<file path="config.mk">
export PLATFORM = sky130hd
export DESIGN_NAME = timer_irq_ctrl_flat
export DESIGN_NICKNAME = d
export VERILOG_FILES = /design/src/rtl/timer_irq_pkg.sv /design/src/rtl/timer_irq_ctrl_if.sv /design/src/rtl/timer_irq_arb.sv /design/src/rtl/timer_irq_ctrl.sv /design/src/flat_wrapper.sv
export SDC_FILE = /design/constraint.sdc
export NUM_CORES = 1
export LEC_CHECK = 0
export ABC_AREA = 1
export CORE_MARGIN = 4
export CORE_UTILIZATION = 47
export CTS_CLUSTER_DIAMETER = 60
export DETAILED_ROUTE_END_ITERATION = 12
export PLACE_DENSITY = 0.88
export SLEW_MARGIN = 0
export SYNTH_ARGS = -nofsm -noshare
export SYNTH_HDL_FRONTEND = slang
export SYNTH_HIERARCHICAL = 1
export SYNTH_SLANG_ARGS = --single-unit
</file>
<file path="constraint.sdc">
create_clock -name pclk -period 2.6 [get_ports pclk]
set_clock_uncertainty 0.05 [all_clocks]
set_input_delay 0.39 -clock pclk [delete_from_list [all_inputs] [get_ports pclk]]
set_output_delay 0.39 -clock pclk [all_outputs]
set_load 0.005 [all_outputs]
</file>
<file path="src/rtl/timer_irq_pkg.sv">
// Shared definitions for the timer interrupt controller: register map, FSM states,
// channel count and id width.
package timer_irq_pkg;

  localparam int NCH_DEFAULT = 4;
  localparam int ID_W        = 2;

  localparam logic [7:0] ADDR_IPR = 8'h00;
  localparam logic [7:0] ADDR_IMR = 8'h01;
  localparam logic [7:0] ADDR_ISR = 8'h02;
  localparam logic [7:0] ADDR_ICR = 8'h03;
  localparam logic [7:0] ADDR_EOI = 8'h04;

  typedef enum logic [1:0] {
    ST_IDLE    = 2'd0,
    ST_REQ     = 2'd1,
    ST_SERVICE = 2'd2
  } state_e;

  // The register map is contiguous from 0x00 up to EOI.
  function automatic logic addr_mapped(input logic [7:0] addr);
    return (addr <= ADDR_EOI);
  endfunction

endpackage

</file>
<file path="src/rtl/timer_irq_ctrl_if.sv">
// APB slave bus bundle for the timer interrupt controller (8-bit address/data).
interface timer_irq_ctrl_if;
  logic       psel;
  logic       penable;
  logic       pwrite;
  logic [7:0] paddr;
  logic [7:0] pwdata;
  logic [7:0] prdata;
  logic       pready;
  logic       pslverr;

  modport master (
    output psel, penable, pwrite, paddr, pwdata,
    input  prdata, pready, pslverr
  );

  modport slave (
    input  psel, penable, pwrite, paddr, pwdata,
    output prdata, pready, pslverr
  );
endinterface

</file>
<file path="src/rtl/timer_irq_arb.sv">
// Combinational winner select over the enabled pending channels.
// Fixed priority (channel 0 highest) by default; TIMER_IRQ_RR_EN selects round-robin.
module timer_irq_arb
  import timer_irq_pkg::*;
#(
  parameter int NCH = NCH_DEFAULT
) (
  input  logic [NCH-1:0]  req,
`ifdef TIMER_IRQ_RR_EN
  input  logic [ID_W-1:0] last_id,
`endif
  output logic            valid,
  output logic [ID_W-1:0] id
);

`ifdef TIMER_IRQ_RR_EN
  logic [ID_W-1:0] idx;

  // Search starts one past the last grant; the id width wraps modulo NCH.
  always_comb begin
    // NOTE: every output gets a default first, so no path leaves it unassigned
    // and no latch is inferred.
    valid = 1'b0;
    id    = '0;
    idx   = '0;
    for (int k = 1; k <= NCH; k++) begin
      idx = last_id + ID_W'(k);
      if (!valid && req[idx]) begin
        valid = 1'b1;
        id    = idx;
      end
    end
  end
`else
  // Scan from the top down so the lowest requesting channel is the last write.
  always_comb begin
    valid = 1'b0;
    id    = '0;
    for (int i = NCH - 1; i >= 0; i--) begin
      if (req[i]) begin
        valid = 1'b1;
        id    = ID_W'(i);
      end
    end
  end
`endif

endmodule

</file>
<file path="src/rtl/timer_irq_ctrl.sv">
// Timer interrupt controller: edge-detected pending bits, mask/enable, single-level
// IDLE/REQ/SERVICE handshake with EOI. Define TIMER_IRQ_RR_EN for round-robin arbitration.
module timer_irq_ctrl
  import timer_irq_pkg::*;
#(
  parameter int NCH = NCH_DEFAULT
) (
  input  logic            pclk,
  input  logic            presetn,
  timer_irq_ctrl_if.slave apb,
  input  logic [NCH-1:0]  tmr_ovf,
  input  logic [NCH-1:0]  tmr_udf,
  output logic            irq,
  output logic [ID_W-1:0] irq_id,
  input  logic            irq_ack
);

  state_e          state_q, state_d;
  logic [NCH-1:0]  ipr_q, ipr_d;
  logic [NCH-1:0]  imr_q, imr_d;
  logic [NCH-1:0]  flag_q, flag_d;
  logic            icr_en_q, icr_en_d;
  logic            edge_arm_q;
  logic [ID_W-1:0] irq_id_q, irq_id_d;
  logic [NCH-1:0]  evt, w1c_mask, ack_clr;
  logic            access, wr_en, eoi_wr;
  logic            arb_valid;
  logic [ID_W-1:0] arb_id;

  assign access = apb.psel & apb.penable;
  assign wr_en  = access & apb.pwrite;
  assign eoi_wr = wr_en & (apb.paddr == ADDR_EOI);

  // The first clock after reset only loads the edge register, so flags already
  // high at release never count as an edge.
  assign flag_d = tmr_ovf | tmr_udf;
  assign evt    = edge_arm_q ? (flag_d & ~flag_q) : '0;

`ifdef TIMER_IRQ_RR_EN
  logic [ID_W-1:0] last_q, last_d;
`endif

  timer_irq_arb #(.NCH(NCH)) u_arb (
    .req     (ipr_q & imr_q),
`ifdef TIMER_IRQ_RR_EN
    .last_id (last_q),
`endif
    .valid   (arb_valid),
    .id      (arb_id)
  );

  // Register writes; a new event wins over a same-cycle W1C or ack clear.
  always_comb begin
    w1c_mask = '0;
    imr_d    = imr_q;
    icr_en_d = icr_en_q;
    if (wr_en) begin
      case (apb.paddr)
        ADDR_IPR: w1c_mask = apb.pwdata[NCH-1:0];
        ADDR_IMR: imr_d    = apb.pwdata[NCH-1:0];
        ADDR_ICR: icr_en_d = apb.pwdata[0];
        default:  ;
      endcase
    end
    ipr_d = (ipr_q & ~w1c_mask & ~ack_clr) | evt;
  end

  always_comb begin
    state_d  = state_q;
    irq_id_d = irq_id_q;
    ack_clr  = '0;
`ifdef TIMER_IRQ_RR_EN
    last_d   = last_q;
`endif
    case (state_q)
      ST_IDLE: begin
        if (icr_en_q && arb_valid) begin
          state_d  = ST_REQ;
          irq_id_d = arb_id;
        end
      end
      ST_REQ: begin
        if (irq_ack) begin
          state_d           = ST_SERVICE;
          ack_clr[irq_id_q] = 1'b1;
`ifdef TIMER_IRQ_RR_EN
          last_d            = irq_id_q;
`endif
        end else if (!ipr_q[irq_id_q] || !imr_q[irq_id_q] || !icr_en_q) begin
          state_d = ST_IDLE;
        end
      end
      ST_SERVICE: begin
        if (eoi_wr) state_d = ST_IDLE;
      end
      default: state_d = ST_IDLE;
    endcase
  end

  always_ff @(posedge pclk or negedge presetn) begin
    if (!presetn) begin
      state_q    <= ST_IDLE;
      ipr_q      <= '0;
      imr_q      <= '0;
      icr_en_q   <= 1'b0;
      irq_id_q   <= '0;
      flag_q     <= '0;
      edge_arm_q <= 1'b0;
    end else begin
      // NOTE: non-blocking assignments, so every flop samples pre-edge values
      // regardless of statement order.
      state_q    <= state_d;
      ipr_q      <= ipr_d;
      imr_q      <= imr_d;
      icr_en_q   <= icr_en_d;
      irq_id_q   <= irq_id_d;
      flag_q     <= flag_d;
      edge_arm_q <= 1'b1;
    end
  end

`ifdef TIMER_IRQ_RR_EN
  // Starting at NCH-1 makes channel 0 the first candidate after reset.
  always_ff @(posedge pclk or negedge presetn) begin
    if (!presetn) last_q <= ID_W'(NCH - 1);
    else          last_q <= last_d;
  end
`endif

  always_comb begin
    apb.prdata = '0;
    if (access) begin
      case (apb.paddr)
        ADDR_IPR: apb.prdata = 8'(ipr_q);
        ADDR_IMR: apb.prdata = 8'(imr_q);
        ADDR_ISR: apb.prdata = {state_q == ST_SERVICE, 5'b0, irq_id_q};
        ADDR_ICR: apb.prdata = {7'b0, icr_en_q};
        default:  apb.prdata = '0;
      endcase
    end
  end

  assign apb.pready  = 1'b1;
  assign apb.pslverr = access & ~addr_mapped(apb.paddr);

  assign irq    = (state_q == ST_REQ);
  assign irq_id = irq_id_q;

endmodule

</file>
<file path="src/flat_wrapper.sv">
// flat-port wrapper written by rule: the top's interface ports become plain ports
module timer_irq_ctrl_flat import timer_irq_pkg::*;
#(
  parameter int NCH = NCH_DEFAULT
)
  (pclk, presetn, tmr_ovf, tmr_udf, irq, irq_id, irq_ack, apb_psel, apb_penable, apb_pwrite, apb_paddr, apb_pwdata, apb_prdata, apb_pready, apb_pslverr);
  timer_irq_ctrl_if apb_i ();
  input  logic pclk;
  input  logic presetn;
  input  logic [NCH-1:0] tmr_ovf;
  input  logic [NCH-1:0] tmr_udf;
  output logic irq;
  output logic [ID_W-1:0] irq_id;
  input  logic irq_ack;
  input wire logic [$bits(apb_i.psel)-1:0] apb_psel;
  input wire logic [$bits(apb_i.penable)-1:0] apb_penable;
  input wire logic [$bits(apb_i.pwrite)-1:0] apb_pwrite;
  input wire logic [$bits(apb_i.paddr)-1:0] apb_paddr;
  input wire logic [$bits(apb_i.pwdata)-1:0] apb_pwdata;
  output wire logic [$bits(apb_i.prdata)-1:0] apb_prdata;
  output wire logic [$bits(apb_i.pready)-1:0] apb_pready;
  output wire logic [$bits(apb_i.pslverr)-1:0] apb_pslverr;
  assign apb_i.psel = apb_psel;
  assign apb_i.penable = apb_penable;
  assign apb_i.pwrite = apb_pwrite;
  assign apb_i.paddr = apb_paddr;
  assign apb_i.pwdata = apb_pwdata;
  assign apb_prdata = apb_i.prdata;
  assign apb_pready = apb_i.pready;
  assign apb_pslverr = apb_i.pslverr;
  timer_irq_ctrl #(.NCH(NCH)) u_core (.pclk(pclk), .presetn(presetn), .apb(apb_i), .tmr_ovf(tmr_ovf), .tmr_udf(tmr_udf), .irq(irq), .irq_id(irq_id), .irq_ack(irq_ack));
endmodule
</file>
After elaboration in Yosys (flattened, before gate mapping)
Index checks and enable logic that the tools add are counted.
- output and inout port bits: 13
- flip-flop bits (word level): 18
- word-level logic and storage cells: 72
- multiplexer cells: 26
- eq/ne operators: 9
- reduce and logical (&&, ||, !) cells: 13
- order comparisons: 3
- bitwise gates (word level): 14
- operators with widths (operator ; count):
    8-bit case mux with 4 select lines ; 1
    4-bit two-way mux ; 5
    4-bit bitwise AND ; 4
    8-bit by 2-bit == test with 1-bit output, second input constant ; 2
    2-bit two-way mux ; 8
    4-bit NOT ; 3
    8-bit by 1-bit == test with 1-bit output, second input constant ; 1
    8-bit by 3-bit == test with 1-bit output, second input constant ; 1
    8-bit by 3-bit less-or-equal comparator with 1-bit output, second input constant ; 1
    8-bit zero test ; 1
    8-bit two-way mux ; 1
    4-bit OR ; 2
    1-bit two-way mux ; 7
    2-bit case mux with 3 select lines ; 1
    2-bit AND reduction ; 3
    1-bit bitwise AND ; 4
    1-bit binary-select mux with 2-bit select ; 2
    2-bit by 1-bit != test with 1-bit output, second input constant ; 2
    1-bit zero test ; 3
    2-bit by 3-bit less-than comparator with 1-bit output, second input constant ; 1
    3-bit by 1-bit != test with 1-bit output, second input constant ; 1
    3-bit AND reduction ; 1
    1-bit demux with 2-bit select ; 1
    2-bit by 1-bit == test with 1-bit output, second input constant ; 1
    6 further kinds ; 8

Longest topological paths before layout
- depth in word-level cells: 9
- mapped depth: 8
- depth with buffers taken out: 8

Modules after synthesis
The synthesis kept the hierarchy.
- modules (own cells, without submodules) (module ; area each (um2) ; times used ; cells each):
    timer_irq_ctrl ; 1131.1 ; 1 ; 145
    timer_irq_arb ; 36.3 ; 1 ; 8

Least setup slack after synthesis
No wires, ideal clock.
- path type: input port to output port
- from: in apb_paddr[0]
- to: out apb_prdata[1]
- stages: 6
- arrival: 1.036 ns
- data required time: 2.160 ns
- slack: 1.124 ns
- path through: buf_6 -> inv_2 -> nand3_2 -> nor2_4 -> nand2_1 -> a31oi_1
- longest elaborated chain between the ends: 3
- elaborated cells between the ends (all ways): 6
- classes of those cells: eq/ne: 3; mux: 2; reduce/logical: 1
- ends and longest elaborated chain (item ; RTL line ; text):
    start, declared ; flat_wrapper.sv:18 ; input wire logic [$bits(apb_i.paddr)-1:0] apb_paddr;
    8-bit by 2-bit == test with 1-bit output, or another cell as far along ; timer_irq_ctrl.sv:133 ; case (apb.paddr)
    8-bit case mux with 4 select lines (*) ; timer_irq_ctrl.sv:133 ;
    8-bit two-way mux (*) ; timer_irq_ctrl.sv:132 ; if (access) begin
    end, declared ; flat_wrapper.sv:20 ; output wire logic [$bits(apb_i.prdata)-1:0] apb_prdata;
Mark *: on every way between the ends. The rest lies on a longest branch, timed or not.

Worst setup path in the final report
- from: in apb_paddr[5]
- to: out apb_prdata[1]
Same word-level chain as after synthesis.

==> impl_metrics.ini <==
[routing]
ant_nets = 0
dr.first_iter.drc_count = 63
firstDrtPassIters = 4
vias = 1163
drc_errors = 0
post_drt_wl_per_cell_um = 13.38
via_per_inst = 5.286
wl_mm = 2.943

[grt]
antenna_found_initial = 0
grt_pass1_vias = 1095
grt_max_degree = 19
grt_overflow = 0
track_usage = 0.1777
grt_pass1_wl_mm = 4.692

[synth]
yosysTopAreaCell = dfrtp_1
ys_seq_area_frac = 0.3859
synth_cell_type_count = 26
synth_area_um2 = 1167
ys_ff_latch = 18
synthCells = 153
yosys_most_used_dff = dfrtp_1
ys_warn_count = 6
syn_area_per_cell_um2 = 7.630
synthTopCellsByArea = dfrtp_1 (39%), nand2_1 (10%), inv_1 (6.8%), nand3_1 (5.6%), nand4_1 (4.3%)
post-synth-top-count-cell = nand2_1
netlist.area_leader.share = 0.3859
synthTopCellsByCount = nand2_1 (32), inv_1 (21), dfrtp_1 (18)
synth_edf_count = 0
async_reset_ff_frac = 1.000

[critical_path]
path_buf_inv = 2
cp_slowest_cell = clkdlybuf4s50_1
startpoint_type = input port
max_stage_delay_ns = 0.52
reg2reg_depth = 7
r2r-end = u_core/irq_id[0]
crit_type = input port to output port
worstPathArrival_ns = 2.10
cp_cell_sequence = clkdlybuf4s50_1 -> nor2_4 -> nand2_4 -> nor2_4 -> nand2_2 -> a31oi_1 -> clkdlybuf4s50_1
required_ns = 2.16
r2r-start = u_core/ipr_q[2]
cp_max_fo = 5
regToRegSetupSlack_ns = 1.36
path_delay_family = buffers and inverters
end_kind = output port

[sta]
period_minus_slack_ns = 2.539
fmax_ghz = 0.3938
fin_crit_sh = 0.9767
tns_ns = 0
tightest_slew_ns = 0.7882
finalHoldViolCount = 0
setup_viol = 0
slew_viol_final = 0
relSlewSlack = 0.4729

[power]
ir_drop_mv = 0.3496
p_sw_w = 0.0001291
power_frac_seq = 0.564
p_int_w = 0.0003898
p_sw_frac = 0.2488
clockPowerShare = 0.258
p_leak_nw = 0.7524
comb_power_share = 0.178
total_power_w = 0.0005188
p_per_area_nw_per_um2 = 327.8

[placement]
place_area_um2 = 1528
hpwl_mm = 2.319
portBuffers = 34
gp_congestion = 0.9184

[clock_network]
clock_path_buffers = 2
cts.sinks = 18
root_buffer = clkbuf_4
htree_levels = 1
cts_tree = done
numCtsBuffers = 3
hold_buffers = 0
clkLatencyLatePin_ns = 0.28
clkTransAtPathRegs_ns = 0.09

[floorplan]
die_area_um2 = 3345
num_rows = 17
fp.coreArea_um2 = 2297
io_pins = 43
die_w_um = 57.84
initial_core_util = 0.5082
die_h_um = 57.84

[hold_path]
min_path_type = flop to flop
holdPathEnd = u_core/ipr_q[0]
hp-start = u_core/flag_q[0]
hold_depth = 2

[final_layout]
nets = 224
postLayoutCoreUtil = 0.6890
design_area_um2 = 1583
nFillCells = 186
syn2layout_area_growth_pct = 35.58
drive_above_1_share = 0.1406
antennaDiodeCount = 0

[status]
status = finished clean

[flow_run]
cap_violations = 0
[through the flow]
step / worst slack, ns / std cells / hold slack, ns
2_1_floorplan: 1.124 / 156 / 0.04441
3_3_place_gp: 0.06917 / 215 / 0.4241
3_5_place_dp: 0.06477 / 215 / 0.4299
4_1_cts: 0.05489 / 218 / 0.4437
5_1_grt: -0.009545 / 220 / 0.4521
6_report: 0.06061 / 220 / 0.4395
[worst max-delay path by stage]
stage,start,to,slack (ns),depth (start not counted)
5_1_grt,apb_paddr[5],apb_prdata[1],-0.01,7
4_1_cts,apb_paddr[2],apb_prdata[1],0.05,7
2_1_floorplan,apb_paddr[0],apb_prdata[1],1.12,6
6_report,apb_paddr[5],apb_prdata[1],0.06,7
3_5_place_dp,apb_paddr[2],apb_prdata[1],0.06,7
3_3_place_gp,apb_paddr[2],apb_prdata[1],0.07,7
[state kept, by name (all words and copies together) (netlist names)]
| name | flops |
|---|---|
| u_core/ipr_q | 4 |
| u_core/icr_en_q | 1 |
| u_core/irq_id | 2 |
| u_core/imr_q | 4 |
| u_core/state_q | 2 |
| u_core/edge_arm_q | 1 |
| u_core/flag_q | 4 |
[cell families (layout without fill, tap and decap cells)]
family          after synthesis  after routing  share of synthesized area
simple gates                 88             89                     0.4137
compound gates               16             16                    0.08146
buf+inv                      29             64                     0.1125
other cells                   2              5                   0.006433
flops                        18             18                     0.3859
[tightest hold or removal path: stages, from the launching register on]
cell and delay [ns]:
dfrtp_1 0.33, nand3b_1 0.09, nand2_1 0.05
[layout by cell type (no fill, tap or decap)]
| master | n |
|---|---|
| clkdlybuf4s50_1 | 32 |
| nand2_1 | 31 |
| inv_1 | 21 |
| dfrtp_1 | 18 |
| nand3_1 | 13 |
| nor2_1 | 13 |
| nand4_1 | 8 |
| nor2_4 | 5 |
| o21ai_1 | 5 |
| conb_1 | 5 |
| a21oi_1 | 4 |
| or2_2 | 4 |
| nand3b_1 | 4 |
| clkbuf_4 | 3 |
| nor3_1 | 3 |
| a22oi_1 | 3 |
| buf_4 | 3 |
| dlymetal6s2s_1 | 2 |
| inv_2 | 2 |
| a21oi_2 | 2 |
| nor2_2 | 2 |
| nand2_4 | 1 |
| nor2_8 | 1 |
| inv_4 | 1 |
| nand3_2 | 1 |
| nand2_2 | 1 |
| a31oi_1 | 1 |
| o211ai_1 | 1 |
| nand4_4 | 1 |
| and3b_1 | 1 |
[power by group through the flow]
stage | combinational (W) | sequential (W) | clock (W)
global placement | 0.0000872 | 0.000298 | 0
detailed placement | 0.0000899 | 0.000298 | 0
global route | 0.000101 | 0.000294 | 0.000154
finish | 0.0000923 | 0.000293 | 0.000134
floorplan | 0.0000399 | 0.000296 | 0
CTS | 0.0000904 | 0.000293 | 0.000139
[repair_timing]
action,4_1_cts,5_1_grt
hold endpoints to repair,0,0
buffers inserted,0,1
setup endpoints to repair,0,4
gates resized for setup,0,5
[layer usage]
layer | GRT usage | vias to the layer above | routed length [um]
li1 | - | 575 | -
met1 | 0.2150 | 523 | 1206
met2 | 0.3145 | 61 | 1405
met3 | 0.03786 | 4 | 292
met4 | 0.05298 | 0 | 38
met5 | 0 | - | 0
[area by class of cell]
type | instances | area [um^2] | share of cell area
Multi-Input combinational cell | 110 | 614.3 | 0.3881
Sequential cell | 18 | 450.4 | 0.2846
Timing Repair Buffer | 37 | 367.9 | 0.2324
Inverter | 24 | 92.59 | 0.05850
Tap cell | 28 | 35.03 | 0.02213
Clock buffer | 3 | 22.52 | 0.01423
Note: power is estimated with default switching activity, not from simulation.
